## config.mk

```make
export PLATFORM = sky130hd
export DESIGN_NAME = run_detector
export DESIGN_NICKNAME = d
export VERILOG_FILES = /design/src/rtl/run_detector.sv
export SDC_FILE = /design/constraint.sdc
export NUM_CORES = 1
export LEC_CHECK = 0
export ABC_AREA = 1
export CAP_MARGIN = 5
export CORE_UTILIZATION = 45
export CTS_BUF_LIST = sky130_fd_sc_hd__clkbuf_8
export CTS_CLUSTER_DIAMETER = 100
export DETAILED_ROUTE_END_ITERATION = 6
export PLACE_DENSITY = 0.76
export SYNTH_ARGS = -nofsm -noshare
export SYNTH_HDL_FRONTEND = slang
export SYNTH_SLANG_ARGS = --single-unit
```

## constraint.sdc

```tcl
create_clock -name clk -period 1.5 [get_ports clk]
set_input_delay 0.15 -clock clk [delete_from_list [all_inputs] [get_ports clk]]
set_output_delay 0.15 -clock clk [all_outputs]
set_load 0.03 [all_outputs]
```

## src/rtl/run_detector.sv

```systemverilog
// run_detector: tracks the length of the current run of identical serial bits.
// Flags a run of RUN_LEN bits through a polarity filter, emits a one-cycle hit
// pulse per detection and keeps a saturating detection count.
//
// Ports:
//   clk        system clock, rising edge
//   reset      asynchronous reset, active low
//   en         sample qualifier; w is consumed only when en=1
//   w          serial data bit
//   mode       00 either polarity, 01 ones only, 10 zeros only, 11 disabled
//   clr_cnt    synchronous clear of hit_count (wins over a simultaneous event)
//   z          detection flag, from state and the current mode
//   hit        registered one-cycle pulse per detection event
//   hit_count  saturating detection count
//   leds       live state {last_w, run_cnt}
module run_detector #(
    parameter int unsigned RUN_LEN = 4,
    parameter int unsigned OVERLAP = 1,
    parameter int unsigned CNT_W   = 8,
    localparam int unsigned RW     = $clog2(RUN_LEN + 1)
) (
    input  logic             clk,
    input  logic             reset,
    input  logic             en,
    input  logic             w,
    input  logic [1:0]       mode,
    input  logic             clr_cnt,
    output logic             z,
    output logic             hit,
    output logic [CNT_W-1:0] hit_count,
    output logic [RW:0]      leds
);

    localparam logic [RW-1:0]    RunMax = RW'(RUN_LEN);
    localparam logic [CNT_W-1:0] CntMax = {CNT_W{1'b1}};

    logic [RW-1:0]    run_q, run_d;
    logic             last_q, last_d;
    logic             hit_q, hit_d;
    logic [CNT_W-1:0] cnt_q, cnt_d;
    logic             event_hit;

    function automatic logic polarity_match(input logic [1:0] m, input logic b);
        logic r;
        case (m)
            2'b00:   r = 1'b1;
            2'b01:   r = b;
            2'b10:   r = ~b;
            default: r = 1'b0;
        endcase
        return r;
    endfunction

    always_comb begin
        run_d  = run_q;
        last_d = last_q;
        if (en) begin
            // run_cnt=0 has no valid last_w, so any bit starts a fresh run.
            if (run_q == '0 || w != last_q) begin
                run_d  = RW'(1);
                last_d = w;
            end else if (run_q < RunMax) begin
                run_d = run_q + RW'(1);
            end else if (OVERLAP == 0) begin
                run_d = RW'(1);
            end
        end
    end

    // The event is judged on the next state, so it is visible with the edge that
    // samples the RUN_LEN-th bit.
    assign event_hit = en && (run_d == RunMax) && polarity_match(mode, last_d);

    always_comb begin
        hit_d = event_hit;
        cnt_d = cnt_q;
        if (clr_cnt) begin
            cnt_d = '0;
        end else if (event_hit && cnt_q != CntMax) begin
            cnt_d = cnt_q + CNT_W'(1);
        end
    end

    always_ff @(posedge clk or negedge reset) begin
        if (!reset) begin
            run_q  <= '0;
            last_q <= 1'b0;
            hit_q  <= 1'b0;
            cnt_q  <= '0;
        end else begin
            run_q  <= run_d;
            last_q <= last_d;
            hit_q  <= hit_d;
            cnt_q  <= cnt_d;
        end
    end

    assign z         = (run_q == RunMax) && polarity_match(mode, last_q);
    assign hit       = hit_q;
    assign hit_count = cnt_q;
    assign leds      = {last_q, run_q};

endmodule

```

# Yosys cells after proc, flatten, opt, wreduce, memory -nomap -nowiden

Index checks and enable logic that the tools add are counted.
Widths: inputs -> output; s select.

Reductions and logical operators: 8
Magnitude comparators: 1
Add/subtract/negate cells: 2
Bitwise logic cells: 2
Multiplexer cells: 9
Eq/ne operators: 6

Operator list:

| operator            | number |
|---|---|
| $mux 8              | 2 |
| $mux 3              | 3 |
| $add 8x1->8 const B | 1 |
| $ne 8x8->1 const B  | 1 |
| $eq 3x3->1 const B  | 2 |
| $pmux 1 s3          | 2 |
| $logic_and 1x1->1   | 4 |
| $add 3x1->3 const B | 1 |
| $logic_not 3->1     | 1 |
| $lt 3x3->1 const B  | 1 |
| $eq 2x1->1 const B  | 1 |
| $eq 2x2->1 const B  | 1 |
| $logic_not 2->1     | 1 |
| $mux 1              | 2 |
| $not 1->1           | 2 |
| $reduce_bool 2->1   | 1 |
| $logic_or 1x1->1    | 1 |
| $ne 1x1->1          | 1 |

Bits of input ports: 7
Bits in registers: 13

# Longest topological paths before layout

Gate-level depths: netlist of the first run.

Word-level depth: 10
Depth in mapped cells: 9
Mapped depth without buffers: 9

# Worst setup path after synthesis of the first run

Ideal clock, no wire load.

Path kind: reg2reg
Start: register run_q[0]
End: register cnt_q[7], in the netlist hit_count[7]
Data arrival time: 1.554 ns
Setup slack: -0.174 ns
Data required time: 1.380 ns
Library setup time: 0.120 ns
Path buffers: 0
Period minus slack after synthesis: 1.674 ns
Stages on the path, launching flop included: 10
Cell sequence: dfrtp_1 > inv_1 > ha_1 > nand3b_1 > nand2_1 > nand3_4 > inv_2 > nand3_4 > nand3_1 > nand2_1

Cells in the longest elaborated chain, start to end: 9
Elaborated cells between the ends (all ways): 16
Those cells by class: add/sub (1); order compare (1); eq/ne (1); mux (6); bitwise (1); reduce/logical (6)

RTL lines:

| item                                                   | line   | source |
|---|---|---|
| start, declared                                        | 37     | `logic [RW-1:0] run_q, run_d;` |
| start signal, assigned                                 | 91     | `run_q <= run_d;` |
| $add 3x1->3 (tied with other cells)                    | 63     | `run_d = run_q + RW'(1);` |
| $mux 3 / $logic_or 1x1->1 (equally long branches)      | 62, 59 |  |
| $mux 3 / $mux 1 (equally long branches)                | 59     | `if (run_q == '0 \|\| w != last_q) begin` |
| $mux 3 / $mux 1 (equally long branches)                | 57     | `if (en) begin` |
| $eq 3x3->1 / $not 1->1 (equally long branches)         | 72, 48 |  |
| $logic_and 1x1->1 / $pmux 1 s3 (equally long branches) | 72, 45 |  |
| $logic_and 1x1->1 (*)                                  | 72     | `assign event_hit = en && (run_d == RunMax) && polarity_match(mode, last_d);` |
| $logic_and 1x1->1 (*)                                  | 79     | `end else if (event_hit && cnt_q != CntMax) begin` |
| $reduce_bool 2->1 (no line) (*)                        | --     |  |
| end signal, assigned                                   | 94     | `cnt_q <= cnt_d;` |
| end, declared                                          | 40     | `logic [CNT_W-1:0] cnt_q, cnt_d;` |

Mark *: on every way between the ends. The rest lies on a longest branch, timed or not.
A chain may end at the register's enable or synchronous reset.

# Worst setup path in the final report of the first run

Start: register run_q[0]
End: register cnt_q[5], in the netlist hit_count[5]

The elaborated chain is that of the path after synthesis.

==> results of run 1 <==
-- repair_timing --
| action | CTS | global route |
|---|---|---|
| buffers inserted | 2 | 1 |
| hold buffers | 0 | 0 |
| gates resized for setup | 10 | 4 |
| endpoints found under the setup margin | 16 | 11 |
| hold endpoints to repair | 0 | 0 |
| pin swaps | 2 | 0 |
-- critical path: stages (launching register included) --
cell and delay [ps]:
sky130_fd_sc_hd__dfrtp_2 400, sky130_fd_sc_hd__inv_2 80, sky130_fd_sc_hd__ha_4 190, sky130_fd_sc_hd__nand3b_1 160, sky130_fd_sc_hd__nand2_2 110, sky130_fd_sc_hd__nand3_4 110
sky130_fd_sc_hd__inv_2 80, sky130_fd_sc_hd__nand3_4 110, sky130_fd_sc_hd__nand3_1 100, sky130_fd_sc_hd__nand2_1 70
-- state kept, by name, indices dropped and copies added (netlist names) --
register   flops
last_q         1
run_q          3
hit            1
hit_count      8
-- cell usage after synthesis --
master,number
sky130_fd_sc_hd__nand2_1,29
sky130_fd_sc_hd__inv_1,14
sky130_fd_sc_hd__dfrtp_1,13
sky130_fd_sc_hd__nand3_1,11
sky130_fd_sc_hd__nand4_1,8
sky130_fd_sc_hd__nor2_1,5
sky130_fd_sc_hd__xor2_1,4
sky130_fd_sc_hd__a21oi_1,3
sky130_fd_sc_hd__ha_1,3
sky130_fd_sc_hd__inv_2,2
sky130_fd_sc_hd__nand3_2,2
sky130_fd_sc_hd__nand3_4,2
sky130_fd_sc_hd__a21oi_2,1
sky130_fd_sc_hd__and3_1,1
sky130_fd_sc_hd__buf_2,1
sky130_fd_sc_hd__buf_4,1
sky130_fd_sc_hd__buf_6,1
sky130_fd_sc_hd__nand2_2,1
sky130_fd_sc_hd__nand2_4,1
sky130_fd_sc_hd__nand3b_1,1
sky130_fd_sc_hd__nor2_2,1
sky130_fd_sc_hd__nor2_8,1
sky130_fd_sc_hd__nor3_4,1
sky130_fd_sc_hd__o21ai_0,1
-- power breakdown --
part	switching, uW	total (uW)	internal, uW
registers	36.0	437	401
clock network	117	298	180
logic	399	698	299
-- how the worst max path moves through the flow --
| stage | cells past startpoint | start | end |
|---|---|---|---|
| floorplan | 9 | run_q[0] | hit_count[7] |
| global placement | 9 | en | hit_count[7] |
| detailed placement | 9 | en | hit_count[5] |
| CTS | 9 | run_q[0] | hit_count[5] |
| global route | 8 | run_q[0] | hit_count[5] |
| finish | 9 | run_q[0] | hit_count[5] |
-- placed cells by master (no fill, tap or decap), types with 5 or more instances in the layout --
master / count
sky130_fd_sc_hd__nand2_1: 28
sky130_fd_sc_hd__buf_4: 14
sky130_fd_sc_hd__inv_1: 13
sky130_fd_sc_hd__dfrtp_1: 11
sky130_fd_sc_hd__nand3_1: 9
sky130_fd_sc_hd__clkdlybuf4s50_1: 9
sky130_fd_sc_hd__nand4_1: 8
sky130_fd_sc_hd__dlygate4sd2_1: 8
sky130_fd_sc_hd__nor2_1: 5
-- cells by family after synthesis --
group / synth area share, %
compound gates: 3.30
xor+xnor: 4.02
fa+ha+maj: 4.30
buf+inv: 9.61
flops: 37.3
simple gates: 41.5
-- area by class of cell --
class / count / area (um2)
fillers: 164 / 522
clock inverters: 1 / 3.75
clock buffers: 3 / 41.3
well taps: 25 / 31.3
inverters: 16 / 60.1
flip-flops and latches: 13 / 328
repair buffers: 33 / 290
multi-input cells: 76 / 488
-- metrics by stage --
step | power, uW | utilization (%) | hold slack (ps)
2_1_floorplan | 829 | - | -146
3_3_place_gp | 1050 | 65.6 | 466
3_5_place_dp | 1070 | 65.6 | 469
4_1_cts | 1400 | 68.7 | 210
5_1_grt | 1540 | 70.4 | 233
6_report | 1430 | 70.4 | 211
-- metal layers --
metal	up-vias	GRT usage (%)	wire, um
li1	419	-	-
met1	405	24.2	792
met2	30	33.8	976
met3	2	3.57	114
met4	0	8.24	9
met5	-	0	0
==> impl_metrics.toml, run 1 <==
[drt]
detailroute.via_count = 856
average_vias_per_placed_instance = 5.13
postRouteAntennaNets = 0
drt_pre_antenna_iters = 4
drt-total-wl_mm = 1.89
avgRoutedWirePerCell_um = 11.3
first_iter_violations = 22
detail_route.drc_violations = 0

[synth]
synth.avg_cell_area_um2 = 8.07
synthesis.instances = 108
syn_area_um2 = 872
mappedNetlistNets = 118
synth_top_area_cell = "sky130_fd_sc_hd__dfrtp_1"
synth.lib_cells_used.distinct = 24
synth_top_area_cells = "sky130_fd_sc_hd__dfrtp_1, sky130_fd_sc_hd__nand2_1, sky130_fd_sc_hd__nand3_1"
synth_seq_cells = 13
netlist.area_leader.share_pct = 37.3
synth_seq_area_share_pct = 37.3
ys_warn_count = 0

[sta]
clock-skew-final_ps = 1.39
slew_violations = 0
final.setup.tns_ps = -97.5
grt_setup_unrepaired = "yes"
final.setup.worst_slack_ps = -33.4
fmaxAchievable_mhz = 652
final.min_clock_period_ps = 1530
max-slew-margin-rel_pct = 67.0
setup_viol = 7
final_worst_path_cycle_share_pct = 102
final_hold_viol_count = 0
worstMarginPinSlew_ps = 495

[setup_path]
r2r-end = "hit_count[5]"
worstPathArrival_ps = 1650
crit_path_end_kind = "register"
slack_of_the_worst_reg_to_reg_path_ps = -30
timing.critical_path.required_ps = 1620
worst-r2r-cell-count = 9
r2r-start = "run_q[0]"
crit_path_max_fanout = 8
critPathKind = "reg2reg"
crit_path_start_kind = "register"

[power]
power.ir.vdd_worst_mv = 0.677
power_density_nw_per_um2 = 1150
leak_uw = 0.000743

[cells_and_area]
filler_free_cell_count_of_the_finished_design = 167
insertedDiodeCount = 0
final_cell_area_um2 = 1240
fraction_of_layout_cells_with_a_size_suffix_above_1_pct = 26.1
syn2layout_area_growth_pct = 42.5
final_net_count = 153

[floorplanning]
die-height_um = 46.0
io_pins = 21
die_width_um = 46.0
floorplan.initialDensity_pct = 49.4
floorplan.rows = 15
fp.dieArea_um2 = 2120
design.core.area_um2 = 1760

[placement]
area_after_dpl_um2 = 1160
detailedPlacementHpwl_mm = 1.42
port_buffers = 20
numPlacedInstances = 160
pre_cts_ws_ps = -97.9
place_congestion = 0.795

[clock_tree]
ctsRootBufferMaster = "sky130_fd_sc_hd__clkbuf_8"
clock_insertion_delay_worst_skew_ps = 240
cts_sinks = 13
cts_tree = "done"
clkSlewWorstSetupHoldPaths_ps = 50
htree_num_levels = 1
number_of_cts_inserted_buffers = 3
clock_tree.buffer_depth = 2

[grt]
maximum_number_of_pins_on_one_net_before_global_route_repair = 17
grt_pass1_vias = 742
grt_antenna_before_repair = 0
grt_util_all_layers_pct = 19.8
aggregate_global_routing_overflow = 0
grt_first_pass_wirelength_mm = 2.97

[min_path]
timing.hold.worst.class = "in2async"

[run_status]
failing_checks = "negative setup slack"
outcome = "finished, violations left"

[flow_run]
drv.max_cap_violation_count = 0
Note: power is estimated with default switching activity, not from simulation.
==> run 2: changes to the inputs <==
--- a/config.mk
+++ b/config.mk
@@ -11,6 +11,7 @@
 export CTS_BUF_LIST = sky130_fd_sc_hd__clkbuf_8
 export CTS_CLUSTER_DIAMETER = 100
 export DETAILED_ROUTE_END_ITERATION = 6
+export HOLD_SLACK_MARGIN = 0.15
 export PLACE_DENSITY = 0.76
 export SYNTH_ARGS = -nofsm -noshare
 export SYNTH_HDL_FRONTEND = slang
==> results of run 2 <==
The final DEF is identical to that of run 1; final timing and power are the same.
==> run 3: changes to the inputs <==
--- a/config.mk
+++ b/config.mk
@@ -6,7 +6,6 @@
 export NUM_CORES = 1
 export LEC_CHECK = 0
 export ABC_AREA = 1
-export CAP_MARGIN = 5
 export CORE_UTILIZATION = 45
 export CTS_BUF_LIST = sky130_fd_sc_hd__clkbuf_8
 export CTS_CLUSTER_DIAMETER = 100
==> results of run 3 <==
The final DEF is identical to that of run 1; final timing and power are the same.
